[src/rtl/sync_framer.sv]
// Transmit framer: prepends the sync marker to each RS codeword and packs the
// byte stream MSB-first into 32-bit words, continuously across frame boundaries.
module sync_framer #(
  parameter logic [31:0] SYNC_MARKER  = 32'h1ACFFC1D,
  parameter int unsigned CODEWORD_LEN = 255,
  parameter logic [7:0]  PAD_BYTE     = 8'h00
) (
  input  logic        core_clk,
  input  logic        rst_n,
  input  logic [7:0]  s_axis_input_tdata,
  input  logic        s_axis_input_tvalid,
  input  logic        s_axis_input_tlast,
  output logic        s_axis_input_tready,
  output logic [31:0] m_axis_output_tdata,
  output logic        m_axis_output_tvalid,
  input  logic        m_axis_output_tready,
  input  logic        flush_i,
  output logic        tlast_err_o,
  output logic [15:0] frame_cnt_o
);

  typedef enum logic [1:0] {S_IDLE, S_MARK, S_DATA} state_t;

  localparam logic [7:0] LAST_CNT = 8'(CODEWORD_LEN);

  state_t      state;
  logic [1:0]  mark_idx;
  logic [1:0]  fill_cnt;
  logic [7:0]  byte_cnt;
  logic [31:0] word_reg;
  logic        pad_busy;

  logic        pk_ok;
  logic        s_hs;
  logic        wr_en;
  logic [7:0]  wr_byte;
  logic [7:0]  mark_byte;

  assign pk_ok = (fill_cnt != 2'd3) || !m_axis_output_tvalid || m_axis_output_tready;
  assign s_axis_input_tready = (state == S_DATA) && pk_ok;
  assign s_hs = s_axis_input_tvalid && s_axis_input_tready;

  always_comb begin
    unique case (mark_idx)
      2'd0:    mark_byte = SYNC_MARKER[31:24];
      2'd1:    mark_byte = SYNC_MARKER[23:16];
      2'd2:    mark_byte = SYNC_MARKER[15:8];
      default: mark_byte = SYNC_MARKER[7:0];
    endcase
  end

  // A started pad always completes its word; otherwise a waiting frame beats flush.
  always_comb begin
    wr_en   = 1'b0;
    wr_byte = PAD_BYTE;
    unique case (state)
      S_IDLE: wr_en = pk_ok && (pad_busy ||
                      (flush_i && (fill_cnt != 2'd0) && !s_axis_input_tvalid));
      S_MARK: begin
        wr_en   = pk_ok;
        wr_byte = mark_byte;
      end
      S_DATA: begin
        wr_en   = s_hs;
        wr_byte = s_axis_input_tdata;
      end
      default: wr_en = 1'b0;
    endcase
  end

  always_ff @(posedge core_clk or negedge rst_n) begin
    if (!rst_n) begin
      state                <= S_IDLE;
      mark_idx             <= '0;
      fill_cnt             <= '0;
      byte_cnt             <= '0;
      word_reg             <= '0;
      pad_busy             <= 1'b0;
      m_axis_output_tdata  <= '0;
      m_axis_output_tvalid <= 1'b0;
      tlast_err_o          <= 1'b0;
      frame_cnt_o          <= '0;
    end else begin
      if (wr_en && (fill_cnt == 2'd3)) begin
        m_axis_output_tdata  <= {word_reg[31:8], wr_byte};
        m_axis_output_tvalid <= 1'b1;
        fill_cnt             <= '0;
      end else begin
        if (m_axis_output_tready)
          m_axis_output_tvalid <= 1'b0;
        if (wr_en) begin
          unique case (fill_cnt)
            2'd0:    word_reg[31:24] <= wr_byte;
            2'd1:    word_reg[23:16] <= wr_byte;
            default: word_reg[15:8]  <= wr_byte;
          endcase
          fill_cnt <= fill_cnt + 2'd1;
        end
      end

      tlast_err_o <= s_hs && (s_axis_input_tlast != (byte_cnt == LAST_CNT));

      unique case (state)
        S_IDLE: begin
          if (wr_en)
            pad_busy <= (fill_cnt != 2'd3);
          if (s_axis_input_tvalid && !pad_busy) begin
            state    <= S_MARK;
            mark_idx <= '0;
          end
        end
        S_MARK: begin
          if (pk_ok) begin
            mark_idx <= mark_idx + 2'd1;
            if (mark_idx == 2'd3) begin
              state    <= S_DATA;
              byte_cnt <= 8'd1;
            end
          end
        end
        S_DATA: begin
          if (s_hs) begin
            if (byte_cnt == LAST_CNT) begin
              state       <= S_IDLE;
              byte_cnt    <= '0;
              frame_cnt_o <= frame_cnt_o + 16'd1;
            end else begin
              byte_cnt <= byte_cnt + 8'd1;
            end
          end
        end
        default: state <= S_IDLE;
      endcase
    end
  end

endmodule
[config.mk]
export PLATFORM = sky130hd
export DESIGN_NAME = sync_framer
export DESIGN_NICKNAME = d
export VERILOG_FILES = /design/src/rtl/sync_framer.sv
export SDC_FILE = /design/constraint.sdc
export NUM_CORES = 1
export LEC_CHECK = 0
export CORE_ASPECT_RATIO = 1.2
export CORE_MARGIN = 2
export CORE_UTILIZATION = 48
export CTS_BUF_LIST = sky130_fd_sc_hd__clkbuf_4 sky130_fd_sc_hd__clkbuf_8 sky130_fd_sc_hd__clkbuf_16
export CTS_CLUSTER_DIAMETER = 200
export DETAILED_ROUTE_END_ITERATION = 10
export PLACE_DENSITY = 0.75
export REMOVE_ABC_BUFFERS = 1
export SLEW_MARGIN = 20
export SYNTH_ARGS = -nofsm -noshare
export SYNTH_HDL_FRONTEND = slang
export SYNTH_SLANG_ARGS = --single-unit
export TNS_END_PERCENT = 5
[constraint.sdc]
create_clock -name core_clk -period 2.42 [get_ports core_clk]
set_clock_uncertainty 0.05 [all_clocks]
set_input_delay 0.484 -clock core_clk [delete_from_list [all_inputs] [get_ports core_clk]]
set_output_delay 0.484 -clock core_clk [all_outputs]
set_load 0.005 [all_outputs]
; After elaboration in Yosys (flattened, before gate mapping)
; Index checks and enable logic that the tools add are counted.
; Widths: inputs -> output; s select.
[word_totals]
register_bits = 89
word_cells = 85
[op_classes]
eq_ne = 15
muxes = 21
addsub = 4
reduce_logical = 31
bitwise_logic = 2
[ops]
columns = operator, count
row1 = $mux 8, 4
row2 = $pmux 8 s2, 2
row3 = $pmux 8 s3, 1
row4 = $mux 2, 9
row5 = $add 16x1->16 const B, 1
row6 = $reduce_and 3->1, 5
row7 = $ne 2x2->1 const B, 5
row8 = $reduce_bool 2->1, 5
row9 = $add 8x1->8 const B, 1
row10 = $eq 2x2->1 const B, 4
row11 = $eq 8x8->1 const B, 1
row12 = $logic_and 1x1->1, 8
row13 = $eq 2x1->1 const B, 3
row14 = $logic_not 2->1, 3
row15 = $pmux 2 s3, 1
row16 = $reduce_and 5->1, 1
row17 = $add 2x1->2 const B, 2
row18 = $pmux 2 s2, 1
row19 = $reduce_and 4->1, 1
row20 = $logic_not 1->1, 3
row21 = $logic_or 1x1->1, 3
row22 = $pmux 1 s3, 1
row23 = $mux 1, 2
row24 = $ne 2x1->1 const B, 1
row25 = other kinds (4), 5

; Depth between registers and ports, before layout
; Gate-level depths: netlist of the first run.
[depth]
word_depth = 9
depth_mapped = 9

; Worst setup path before layout of the first run
; No wires, ideal clock.
[synth_path]
kind = reg-to-reg
from = register fill_cnt[0]
to = register frame_cnt_o[7]
t_arrival_ns = 2.133
slack_ns = 0.157
stages_incl_launch_ff = 9
synth_period_minus_slack_ns = 2.263
required_ns = 2.290
setup_ns = 0.080
cell_sequence = dfrtp_1 -> ha_1 -> and3b_1 -> buf_6 -> or4_4 -> buf_6 -> buf_4 -> nor3b_2 -> xnor2_1
[synth_between]
elab_chain_len = 6
[synth_rtl]
columns = element, line
row1 = from (decl), 28  ; logic [1:0] fill_cnt;
row2 = from (signal assigned), 97  ; fill_cnt <= fill_cnt + 2'd1;
row3 = $ne 2x2->1, 39  ; assign pk_ok = (fill_cnt != 2'd3) || !m_axis_output_tvalid || m_axis_output_tready;
row4 = $logic_or 1x1->1 (2 in a row), 39
row5 = $logic_and 1x1->1, 40  ; assign s_axis_input_tready = (state == S_DATA) && pk_ok;
row6 = $logic_and 1x1->1, 41  ; assign s_hs = s_axis_input_tvalid && s_axis_input_tready;
row7 = $reduce_and 3->1 (no source line), --
row8 = to (signal assigned), 126  ; frame_cnt_o <= frame_cnt_o + 16'd1;
row9 = to (decl), 19  ; output logic [15:0] frame_cnt_o
; No other way between the ends.
; A chain may end at the register's enable or synchronous reset.

; Worst setup path in the final report of the first run
[layout_path]
from = register fill_cnt[0]
to = register m_axis_output_tdata[25]
[layout_between]
elab_chain_len = 7
word_cells_on_any_way = 13
[layout_rtl]
columns = element, line
row1 = $ne 2x2->1 / $reduce_bool 2->1 (equally long branches), "39, 58"
row2 = $logic_or 1x1->1 / $logic_and 1x1->1 (equally long branches) (2 in a row), "39, 58"
row3 = $logic_and 1x1->1 / $logic_or 1x1->1 (equally long branches), "40, 57"
row4 = "$logic_and 1x1->1, on equally long branches", "41, 57"
row5 = $pmux 1 s3, 56  ; unique case (state)
row6 = $logic_and 1x1->1 *, 84  ; if (wr_en && (fill_cnt == 2'd3)) begin
row7 = to (signal assigned), 85  ; m_axis_output_tdata <= {word_reg[31:8], wr_byte};
row8 = to (decl), 14  ; output logic [31:0] m_axis_output_tdata,
; Mark *: on every way between the ends. The rest lies on a longest branch, timed or not.

==> out/qor.txt, run 1 <==
Worst Max-Slew Pin Slew: 636 ps
Gr usage total: 0.195
Vias: 2840
Final #Nets: 445
Core Region: 8470 um^2
Largest register FFs: 32
DP Area: 5030 um^2
Place WS: -70.6 ps
Maximum VDD drop: 0.682 mV
Commonest non-fill, non-tap cells in the layout: 89 x dfrtp_1, 62 x mux2_2, 62 x clkdlybuf4s50_1
Crit. End Element: flop
Area Growth Syn to Fin: 27.1%
Post-synthesis sequential area ratio: 0.540
Syn Area/Cell: 12.5 um^2
Worst R2R End: m_axis_output_tdata[25]
Startpoint Class: flop
Initial Util: 0.486
Cell count after synthesis: 331
Io pins: 65
Final Hold Viols: 0
CP startpoint: fill_cnt[0]
Pwr dens: 1050 nW/um^2
Largest net degree at the start of global routing: 51
Die width: 88.6 um
Post-layout min period: 2220 ps
Worst r2r src: fill_cnt[0]
Gpl congestion: 0.760
CTS buffer count: 9
Hold WC Path Type: in -> async
Post-Synthesis Cell Area: 4120 um^2
RSZ-0062 raised after global routing: no
Leakage power: 2.48 nW
CP Cell Sequence: buf_4 > inv_1 > ha_1 > nor3b_1 > o211ai_1 > buf_4 > a21oi_4 > buf_12 > mux2_2
HPWL Detailed: 5990 um
Crit path largest cell delay: 370 ps
Row cnt: 37
Remaining DRCs: 0
Ant diodes: 0
Post-synth EDFFs: 0
Share of layout cells above drive strength 1: 0.250
Met3 Track Usage GR: 0.0462
Maximum fanout along the worst path: 21
Number of port buffers: 64
H-tree levels: 3
Routed WL: 8380 um
Die Area: 9350 um^2
Bufs and invs on worst path: 4
Number of global-route vias before repair: 2954
Final setup violation count: 0
Crit-path slowest cell: dfrtp_1
Clk Latency, worst-skew pair: 360 ps
Most common cell after layout, fill and taps aside: dfrtp_1
Grt ovf: 0
Status: completed
Required time worst endpoint: 2620 ps
Hold buffer count at cts: 0
Clk sinks: 89
DRT Pass-1 Iters: 4
First-pass GRT wire length: 14000 um
Peak Freq: 451 MHz
Max-cap violation count: 0
Die Ht: 106 um
Final antenna-violating net count: 0
Asr flop ratio synth: 1.00
Synth unique cells: 40
Normalized max-slew margin: 0.576
Root buf cell: clkbuf_8
Slew Viols, Final: 0
Clk buf depth: 2
CTS tree: done
Most frequent cell on the critical path: buf_4
Fin area: 5240 um^2
Post-DR wirelength/cell: 15.6 um
R2R Setup Slk: 200 ps
Period utilization: 0.916
#FFs+latches synth: 89
Worst Reg-to-Reg Cells: 9
Delay-heaviest family, CP: buffers and inverters
CP Class: reg -> reg
Gr busiest metal: met2
CTS clk-pin slew, worst paths: 90 ps
Final worst slack: 204 ps
Met1 usage: 0.251
Initial antenna violation count: 0
Synth Flop Type: dfrtp_1
Synthesis Warnings: 0
Via density: 5.29
Met2 usage: 0.314
Critical path arrival: 2420 ps
Initial drt markers: 78
-- synth_stat cells, drive strengths merged (2+ instances only) --
cell type | number | area share
nor2 | 16 | 0.015
a21oi | 7 | 0.0085
nor3b | 2 | 0.0049
or3 | 3 | 0.0046
nand2 | 17 | 0.015
clkbuf | 4 | 0.0036
a22o | 10 | 0.021
mux2i | 2 | 0.0049
nand3 | 11 | 0.013
buf | 6 | 0.011
a21boi | 6 | 0.011
xor2 | 13 | 0.028
o21ai | 12 | 0.015
nor4 | 3 | 0.0046
and3 | 3 | 0.0046
xnor2 | 3 | 0.0064
inv | 14 | 0.013
ha | 15 | 0.046
dfrtp | 89 | 0.54
nor2b | 4 | 0.0061
a21o | 2 | 0.0036
mux2 | 62 | 0.17
nand2b | 6 | 0.0091
nand4 | 3 | 0.0046
nor3 | 7 | 0.011
-- per-layer routing --
layer	part of all wire	vias up
met3	0.055	9
met1	0.43	1428
li1	-	1334
met5	0	-
met2	0.50	69
met4	0.015	0
-- cell families (layout without fill, tap and decap cells) --
logic type                 count (synthesis)  in the layout  synth area share
AOI/OAI and AO/OA                         42             42            0.0738
adders and majority gates                 15             15            0.0455
xor gates and xnor gates                  16             16            0.0340
and+or+nand+nor                           81             81             0.105
DFF                                       89             89             0.540
muxes                                     64             64             0.174
buffers and inverters                     24            113            0.0273
-- metrics by stage --
step	utilization	hold WS [ps]	power (mW)	setup TNS [ps]	instances
floorplan	-	138	3.49	-34260	321
global placement	0.594	415	4.43	-669	520
detailed placement	0.594	436	4.55	-2610	520
CTS	0.618	95.2	5.59	0	537
global route	0.618	140	5.87	0	537
finish	0.618	88.2	5.52	0	537
-- how the worst max path moves through the flow --
stage	endpoint	slack [ps]	cells after the start
floorplan	m_axis_output_tdata[0]	-1050	6
global placement	frame_cnt_o[13]	-30	6
detailed placement	m_axis_output_tdata[25]	-70	7
CTS	s_axis_input_tready	30	5
global route	m_axis_output_tdata[25]	90	9
finish	m_axis_output_tdata[25]	200	9
-- final cells by class --
| cell class | count | area [um^2] |
|---|---|---|
| Clock buffer | 10 | 131 |
| Clock inverter | 5 | 57.6 |
| Fill cell | 668 | 3230 |
| Inverter | 14 | 52.6 |
| Multi-Input combinational cell | 218 | 1800 |
| Sequential cell | 89 | 2230 |
| Tap cell | 117 | 146 |
| Timing Repair Buffer | 84 | 828 |
-- report_power, final --
part | internal [mW] | switching [mW] | total [mW]
combinational | 1.33 | 1.06 | 2.39
clock | 0.484 | 0.530 | 1.01
sequential | 1.88 | 0.239 | 2.12
-- repair_timing --
| item | in CTS | in global routing |
|---|---|---|
| endpoints found under the setup margin | 1 | 1 |
| endpoints found under the hold margin | 0 | 0 |
| buffers inserted | 2 | 0 |
| gates resized for setup | 0 | 2 |
No activity file was read; power rests on OpenSTA's default activity.
==> inputs of run 2 (changes only) <==
Settings changed: SLEW_MARGIN 20 to default, TNS_END_PERCENT 5 to default.
==> results of run 2 <==
Same layout as run 1: the final DEF is identical, and so are final timing and power.
==> inputs of run 3 (changes only) <==
Settings changed: CORE_UTILIZATION 48 to 54, DONT_BUFFER_PORTS from default to 1, PLACE_DENSITY 0.75 to 0.72.
==> run 3 against run 2 <==
Routed wire length is 9.3% lower. Highest routed layer unchanged. Critical endpoint is now frame_cnt_o[13]. The run now ends with negative hold slack left. Power decreased by 9.4%. Setup slack worse by 26 ps. Sequential power is 3% higher. Worst hold slack worse by 330 ps. Critical path depth decreased by 4. Maximum frequency down 1.1%. Sequential share of layout area grew 7.2 points.
==> out/qor.txt, run 3 (same netlist as run 1, synthesis figures left out) <==
Pwr dens: 1120 nW/um^2 (was 1050 nW/um^2)
Final Non-Filler Cells: 439 (was 537)
CTS tree: done (unchanged)
Required time worst endpoint: 2650 ps (was 2620 ps)
Vias: 2522 (was 2840)
Period utilization: 0.926 (was 0.916)
Bufs and invs on worst path: 0 (was 4)
Clk Latency, worst-skew pair: 360 ps (about the same)
Status: complete, but fails checks (was completed)
Overall Power: 5.00 mW (was 5.52 mW)
CTS clk-pin slew, worst paths: 100 ps (was 90 ps)
Final setup violation count: 0 (unchanged)
Root buf cell: clkbuf_8 (unchanged)
Crit-path slowest cell: or4_4 (was dfrtp_1)
Post-layout min period: 2240 ps (was 2220 ps)
Crit. End Element: flop (unchanged)
Placed cells: 422 (was 520)
Crit path largest cell delay: 670 ps (was 370 ps)
Die Area: 8350 um^2 (was 9350 um^2)
CP Class: reg -> reg (unchanged)
Commonest non-fill, non-tap cells in the layout: 89 x dfrtp_1, 62 x mux2_2, 17 x nand2_1 (was 89 x dfrtp_1, 62 x mux2_2, 62 x clkdlybuf4s50_1)
Io pins: 65 (unchanged)
CP Cell Sequence: ha_1 > and3b_1 > or4_4 > nor4_1 > xor2_1 (was buf_4 > inv_1 > ha_1 > nor3b_1 > o211ai_1 > buf_4 > a21oi_4 > buf_12 > mux2_2)
CTS buffer count: 9 (unchanged)
Final antenna-violating net count: 0 (unchanged)
Failing checks: negative hold slack
Slew Viols, Final: 0 (unchanged)
Worst Max-Slew Pin Slew: 491 ps (was 636 ps)
Max-cap violation count: 0 (unchanged)
Initial antenna violation count: 0 (unchanged)
Number of port buffers: 0 (was 64)
Leakage power: 2.19 nW (was 2.48 nW)
Post-DR wirelength/cell: 17.3 um (was 15.6 um)
Die width: 83.8 um (was 88.6 um)
Final Hold Viols: 89 (was 0)
Normalized max-slew margin: 0.670 (was 0.576)
Post-cts resize count: 0 (unchanged)
Gpl congestion: 0.823 (was 0.760)
Most common cell after layout, fill and taps aside: dfrtp_1 (unchanged)
Finished Core Util: 0.613 (was 0.618)
Clk buf depth: 2 (unchanged)
Routed WL: 7600 um (was 8380 um)
Initial drt markers: 111 (was 78)
Number of global-route vias before repair: 2735 (was 2954)
Remaining DRCs: 0 (unchanged)
Startpoint Class: flop (unchanged)
Largest register FFs: 32 (unchanged)
Initial Util: 0.563 (was 0.486)
Via density: 5.74 (was 5.29)
Hold WC Path Type: in -> async (unchanged)
Share of layout cells above drive strength 1: 0.275 (was 0.250)
Largest net degree at the start of global routing: 90 (was 51)
H-tree levels: 3 (unchanged)
Final #Nets: 373 (was 445)
Maximum VDD drop: 0.640 mV (was 0.682 mV)
Critical path arrival: 2470 ps (was 2420 ps)
Grt ovf: 0 (unchanged)
Area Growth Syn to Fin: 8.80% (was 27.1%)
Min Hold Slack: -245 ps (was 88.2 ps)
Peak Freq: 446 MHz (was 451 MHz)
Clk sinks: 89 (unchanged)
Core Region: 7320 um^2 (was 8470 um^2)
DRT Pass-1 Iters: 4 (unchanged)
Ant diodes: 0 (unchanged)
HPWL Detailed: 5310 um (was 5990 um)
First-pass GRT wire length: 12900 um (was 14000 um)
Delay-heaviest family, CP: simple AND/OR/NAND/NOR gates (was buffers and inverters)
Gr usage total: 0.193 (was 0.195)
Maximum fanout along the worst path: 16 (was 21)
Die Ht: 99.7 um (was 106 um)
Row cnt: 34 (was 37)
## run 3: where the power goes
| group | switching (mW) | internal [mW] |
|---|---|---|
| clock | 0.585 | 0.403 |
| combinational | 0.888 | 0.950 |
| sequential | 0.295 | 1.88 |
| total | 1.77 | 3.24 |
## run 3: per-stage QoR
step / setup slack, ps / area, um^2 / setup TNS (ps)
final: 178 / 4480 / 0
after detailed placement: 140 / 4280 / 0
after CTS: 131 / 4480 / 0
after global routing: -2.94 / 4480 / -4.63
after global placement: 227 / 4280 / 0
after floorplan: -1050 / 4060 / -34260
## run 3: path summary, 6_finish.rpt
| kind | start | to | slack [ps] | cells after the start |
|---|---|---|---|---|
| hold / removal | rst_n | byte_cnt[0] | -240 | 0 |
| max in group asynchronous | rst_n | state[1] | 2420 | 0 |
| setup reg to reg | fill_cnt[0] | frame_cnt_o[13] | 180 | 5 |
| setup / recovery | fill_cnt[0] | frame_cnt_o[13] | 180 | 5 |
| min in group core_clk | m_axis_output_tready | m_axis_output_tvalid | 230 | 2 |
| hold reg to reg | frame_cnt_o[15] | frame_cnt_o[15] | 450 | 1 |
## run 3: layout make-up
class                   instances  area [um^2]
clock buffers                   9          124
multi-input cells             218         1790
inverters                      14         52.6
well taps                      90          113
fillers                       598         2830
repair buffers                 12          103
flip-flops and latches         89         2230
clock inverters                 7         72.6
## run 3: repair_timing
action | in CTS | in global routing
hold endpoints to repair | 89 | 89
endpoints found under the setup margin | 0 | 8
buffers inserted | 0 | 1
## run 3: per-layer routing
| layer | routed length [um] | GRT usage | up-vias | share of wire |
|---|---|---|---|---|
| met1 | 3210 | 0.227 | 1261 | 0.42 |
| met2 | 3720 | 0.324 | 67 | 0.49 |
| met4 | 129 | 0.0757 | 0 | 0.017 |
| li1 | - | - | 1185 | - |
| met5 | 0 | 0 | - | 0 |
| met3 | 543 | 0.0697 | 9 | 0.071 |
